<file path="config.mk">
export PLATFORM = sky130hd
export DESIGN_NAME = dcache_wbuf
export DESIGN_NICKNAME = d
export VERILOG_FILES = /design/src/rtl/axi_pkg.sv /design/src/rtl/line_fifo.sv /design/src/rtl/dcache_wbuf.sv
export SDC_FILE = /design/constraint.sdc
export NUM_CORES = 1
export LEC_CHECK = 0
export BUFFER_PORTS_ARGS = -buffer_cell sky130_fd_sc_hd__buf_2
export CORE_AREA = 2 2 444 446
export CTS_BUF_LIST = sky130_fd_sc_hd__clkbuf_16
export CTS_CLUSTER_DIAMETER = 150
export DETAILED_ROUTE_END_ITERATION = 6
export DIE_AREA = 0 0 446 448
export PLACE_DENSITY = 0.45
export REMOVE_ABC_BUFFERS = 1
export SLEW_MARGIN = 20
export SYNTH_ARGS = -nofsm -noshare
export SYNTH_HDL_FRONTEND = slang
export SYNTH_HIERARCHICAL = 1
export SYNTH_SLANG_ARGS = --single-unit
export TNS_END_PERCENT = 20
</file>
<file path="constraint.sdc">
create_clock -name aclk -period 1.6 [get_ports aclk]
set_input_delay 0 -clock aclk [delete_from_list [all_inputs] [get_ports aclk]]
set_output_delay 0 -clock aclk [all_outputs]
set_load 0.03 [all_outputs]
</file>
<file path="src/rtl/axi_pkg.sv">
// Shared AXI-side types and constants for the dcache write-back path.
// The entry layout is fixed at the widest line, and narrower LINE_W builds zero-extend into it.
package axi_pkg;

   localparam int WBUF_LINE_W   = 512;
   localparam int LINE_OFF_BITS = 6;
   localparam int LINE_TAG_W    = 32 - LINE_OFF_BITS;

   localparam logic [7:0] AXI_LEN_LINE  = 8'd15;
   localparam logic [2:0] AXI_SIZE_WORD = 3'd2;

   typedef struct packed {
      logic [31:0]            addr;
      logic [WBUF_LINE_W-1:0] data;
      logic [7:0]             len;
      logic [2:0]             size;
      logic [3:0]             strb;
   } wbuf_entry_t;

   function automatic logic [LINE_TAG_W-1:0] line_of(input logic [31:0] a);
      return LINE_TAG_W'(a >> LINE_OFF_BITS);
   endfunction

endpackage

</file>
<file path="src/rtl/line_fifo.sv">
// In-order entry storage with wrap-around pointers and an occupancy count.
// It exposes every slot's address and validity so that the parent can do the conflict checks.
module line_fifo
   import axi_pkg::*;
#(
   parameter int DEPTH = 2
) (
   input  logic        aclk,
   input  logic        aresetn,
   input  logic        i_push,
   input  wbuf_entry_t i_entry,
   input  logic        i_pop,
   output logic        o_full,
   output logic        o_empty,
   output wbuf_entry_t o_head,
   output logic [31:0] o_slot_addr [DEPTH],
   output logic [DEPTH-1:0] o_slot_vld
);

   localparam int PTR_W = $clog2(DEPTH);
   localparam int CNT_W = PTR_W + 1;

   wbuf_entry_t      r_mem [DEPTH];
   logic [PTR_W-1:0] r_wr_ptr;
   logic [PTR_W-1:0] r_rd_ptr;
   logic [CNT_W-1:0] r_count;

   logic w_push_ok;
   logic w_pop_ok;

   assign o_full    = (r_count == CNT_W'(DEPTH));
   assign o_empty   = (r_count == '0);
   // A refused push cannot be rescued by a pop in the same cycle.
   assign w_push_ok = i_push && !o_full;
   assign w_pop_ok  = i_pop && !o_empty;
   assign o_head    = r_mem[r_rd_ptr];

   always_comb begin
      o_slot_vld = '0;
      for (int i = 0; i < DEPTH; i++) begin
         o_slot_addr[i] = r_mem[i].addr;
         o_slot_vld[i]  = ({1'b0, PTR_W'(i) - r_rd_ptr} < r_count);
      end
   end

   always_ff @(posedge aclk or negedge aresetn) begin
      if (!aresetn) begin
         for (int i = 0; i < DEPTH; i++)
            r_mem[i] <= '0;
         r_wr_ptr <= '0;
         r_rd_ptr <= '0;
         r_count  <= '0;
      end else begin
         if (w_push_ok) begin
            r_mem[r_wr_ptr] <= i_entry;
            r_wr_ptr        <= r_wr_ptr + 1'b1;
         end
         if (w_pop_ok)
            r_rd_ptr <= r_rd_ptr + 1'b1;
         unique case ({w_push_ok, w_pop_ok})
            2'b10:   r_count <= r_count + CNT_W'(1);
            2'b01:   r_count <= r_count - CNT_W'(1);
            default: r_count <= r_count;
         endcase
      end
   end

endmodule

</file>
<file path="src/rtl/dcache_wbuf.sv">
// Write-back buffer between the dcache and the bridge's data-write port.
// It drains entries in order and flags read misses that hit a pending line.
module dcache_wbuf
   import axi_pkg::*;
#(
   parameter int DEPTH  = 2,
   parameter int LINE_W = WBUF_LINE_W
) (
   input  logic              aclk,
   input  logic              aresetn,
   input  logic              wb_valid,
   output logic              wb_ready,
   input  logic [31:0]       wb_addr,
   input  logic [LINE_W-1:0] wb_data,
   input  logic [7:0]        wb_len,
   input  logic [2:0]        wb_size,
   input  logic [3:0]        wb_strb,
   output logic [31:0]       d_waddr,
   output logic [LINE_W-1:0] d_wdata,
   output logic [7:0]        d_wlen,
   output logic [2:0]        d_wsize,
   output logic [3:0]        d_wstrb,
   output logic              d_wvalid,
   input  logic              d_wready,
   input  logic [31:0]       rd_chk_addr,
   output logic              rd_conflict,
   output logic              wb_empty
);

   wbuf_entry_t      w_push;
   wbuf_entry_t      w_head;
   logic             w_full;
   logic             w_empty;
   logic [31:0]      w_slot_addr [DEPTH];
   logic [DEPTH-1:0] w_slot_vld;
   logic [DEPTH-1:0] w_slot_hit;
   logic             w_in_hit;

   assign w_push.addr = wb_addr;
   assign w_push.data = WBUF_LINE_W'(wb_data);
   assign w_push.len  = wb_len;
   assign w_push.size = wb_size;
   assign w_push.strb = wb_strb;

   line_fifo #(.DEPTH(DEPTH)) u_fifo (
      .aclk        (aclk),
      .aresetn     (aresetn),
      .i_push      (wb_valid),
      .i_entry     (w_push),
      .i_pop       (d_wready),
      .o_full      (w_full),
      .o_empty     (w_empty),
      .o_head      (w_head),
      .o_slot_addr (w_slot_addr),
      .o_slot_vld  (w_slot_vld)
   );

   assign wb_ready = !w_full;
   assign d_wvalid = !w_empty;
   assign wb_empty = w_empty;

   assign d_waddr = w_head.addr;
   assign d_wdata = w_head.data[LINE_W-1:0];
   assign d_wlen  = w_head.len;
   assign d_wsize = w_head.size;
   assign d_wstrb = w_head.strb;

   // The entry being popped this cycle is still valid, so a miss holds until the next cycle.
   always_comb begin
      w_slot_hit = '0;
      for (int i = 0; i < DEPTH; i++)
         w_slot_hit[i] = w_slot_vld[i] &&
            (line_of(w_slot_addr[i]) == line_of(rd_chk_addr));
   end

   assign w_in_hit    = wb_valid && (line_of(wb_addr) == line_of(rd_chk_addr));
   assign rd_conflict = (|w_slot_hit) || w_in_hit;

endmodule

</file>
==> results by group <==
Status
  • Status: finished with violations
  • Violated checks: setup timing

Worst setup path
  • Crit-path max FO: 42
  • CP Launch Type: flip-flop
  • Worst path max stage delay: between 0.4 and 0.5 ns
  • WP data arrival: around 2.4 ns
  • Cell family with most CP delay: buffers and inverters
  • CP required: around 1.6 ns
  • CP endpoint kind: output port
  • Critical-path cell list: buf_12, buf_16, mux2_2, buf_2
  • Crit path kind: reg -> out
  • Critical-path top delay cell: dfrtp_4
  • Crit path buffers/inverters: 3

CTS
  • Clock Pin Slew Worst Setup and Hold Paths: approximately 0.050 ns
  • Deepest clock path buffer count: 3
  • # H-tree levels: 4
  • CTS Root Cell: clkbuf_16
  • CTS buffer count: 140
  • Worst-Skew Late Latency: 0.76 ns
  • Clock sinks: 1122
  • CTS tree: done

Finish
  • Filler cell count: 19000
  • Footprint of the multi-input gates: 0.0200 mm^2
  • Leading cell type in the layout, fill and taps excluded: mux2_2
  • Share of layout cells above drive strength 1: between 40% and 50%
  • Most frequent cells in the layout: mux2_2, dfrtp_1, buf_2, dlygate4sd3_1, mux2_1
  • Synth-to-layout area growth: 49.3%
  • Finished Core Util: around two fifths
  • Seq. cell area: roughly 0.028 mm^2
  • Final nets: approximately 6000

Timing
  • Clk_skew: 0.0220 ns
  • Final hold violations: 0
  • Slew HR: a little over two fifths
  • F_max: slightly above 0.4 GHz
  • Unrepaired setup endpoints after global routing: yes
  • Accumulated negative setup slack: -662.90 ns
  • Final worst-path cycle share: 151%
  • Slack of the critical path: -0.821 ns
  • Min Tclk post-route: 2.42 ns
  • Final setup viols: 1673
  • Slew @ Worst Pin: about 0.85 ns
  • Pins Over Slew Limit: 0
  • Hold_ws: 0.0541 ns

Synth
  • Post-Syn Area per Cell: roughly 16 um^2
  • Mapped Cells: 3162
  • Warning count from the yosys run: 6
  • Post-Syn Area: slightly below 0.05 mm^2

Global route
  • Vias in the first global route: ~38000
  • Initial antenna violation count: 36
  • Global-route wire length before repair: between 200 and 250 mm
  • GRT overflow: 0
  • Largest net degree at the start of global routing: 97
  • Total track usage: roughly 17%

Die
  • IO Pins: between 1000 and 1500
  • Die Ht: roughly 450 um
  • Core Rows: ~160
  • Die area: 0.200 mm^2
  • Die width: roughly 450 um
  • Starting Density: between 20% and 30%
  • Placeable Area: about 0.19 mm^2

Routing
  • DRT antenna net count: 0
  • Avg Vias per Cell: 4.32
  • Drt initial violations: slightly above 1000
  • Drt first pass iters: 4
  • Total routed wirelength: 171 mm
  • DR DRC count: 0
  • WL/cell: around 21 um
  • Routed vias: around 35000

Power
  • Logic pwr share: between 50% and 60%
  • Sw frac: 41.9%
  • Design Power: between 150000 and 200000 uW
  • Clock network power share: 17.3%
  • Int Pwr: between 90000 and 100000 uW
  • Seq pwr share: between 20% and 30%
  • Switching pwr: roughly 71000 uW
  • Peak supply drop: roughly 1.3 mV
  • Pwr per Cell Area: between 2000 and 2500 mW/mm^2
  • Leakage power: around 0.033 uW

Placed design
  • I/O Buffers: about 1200
  • Pre-CTS setup slack: -0.360 ns
  • HPWL after detailed placement: around 120 mm
  • Gpl congestion: about 0.81

Hold path
  • Hold WC Path Type: in -> reg

Job
  • Max Cap Violations: 0
[power groups by stage]
| stage | Combinational (uW) | Sequential [uW] | Clock, uW |
|---|---|---|---|
| after global routing | 94500 | 51800 | 31600 |
| after floorplan | 16800 | 35600 | 0 |
| after global placement | 85600 | 49700 | 0 |
| after detailed placement | 86000 | 50200 | 0 |
| final | 89600 | 49900 | 29200 |
| after CTS | 90300 | 49800 | 30400 |
[what timing repair did]
action                      CTS  global route
buffers inserted              2             5
setup endpoints to repair  1678          1738
pin swaps                     0             3
cloned                        3             2
hold endpoints to repair   2244             2
gates resized for setup     111            23
hold buffers                978             2
[final cells by class]
class	count	area share (%)
clock inverter	98	0.798
inverter	4	0.0203
antenna	23	0.0776
timing repair buffer	2319	25.1
clock buffer	142	4.79
multi-input combinational	1798	27.0
sequential	1122	37.9
tap	2542	4.29
[final timing paths]
| kind | slack, ns | end | cells past startpoint | startpoint |
|---|---|---|---|---|
| min in group asynchronous | 0.59 | u_fifo/r_mem[851]$_DFFE_PN0P_ | 5 | aresetn |
| setup reg to reg | -0.32 | u_fifo/r_mem[922]$_DFFE_PN0P_ | 7 | u_fifo/r_count[1]$_DFFE_PN0P_ |
| setup / recovery | -0.82 | d_wdata[368] | 4 | u_fifo/r_rd_ptr$_DFFE_PN0P_ |
| hold / removal | 0.05 | u_fifo/r_mem[155]$_DFFE_PN0P_ | 3 | wb_data[140] |
| max in group asynchronous | 0.01 | u_fifo/r_mem[251]$_DFFE_PN0P_ | 4 | aresetn |
| hold reg to reg | 0.48 | u_fifo/r_mem[644]$_DFFE_PN0P_ | 1 | u_fifo/r_mem[644]$_DFFE_PN0P_ |
[registers in the layout, indices dropped and copies added (netlist names)]
register and cells:
u_fifo/o_slot_addr 64, u_fifo/r_count 2, u_fifo/r_mem 1054, u_fifo/r_rd_ptr 1
u_fifo/r_wr_ptr 1
[routing by layer]
metal  vias to the layer above  global-route usage, %  routed length [um]
met4                        22                   7.78                8000
met3                       321                   4.63                9980
met2                       848                   27.8               83300
met1                     17800                   19.8               69400
met5                         -                      0                 136
li1                      15800                      -                   -
[metrics by stage]
stage          instance area (um^2)  instances
5_1_grt                       74100       8041
3_3_place_gp                  59400       6793
6_report                      74100       8048
2_1_floorplan                 47900       2924
4_1_cts                       73800       8016
3_5_place_dp                  59400       6793
[worst reg2reg max path, cell delays in order, from the launching register on]
cell and delay (ns):
dfrtp_1 0.38, nand2b_1 0.11, inv_2 0.06, nor3b_4 0.20, buf_12 0.21, buf_12 0.22
buf_12 0.26, mux2_1 0.37
(Power assumes the default switching activity.)
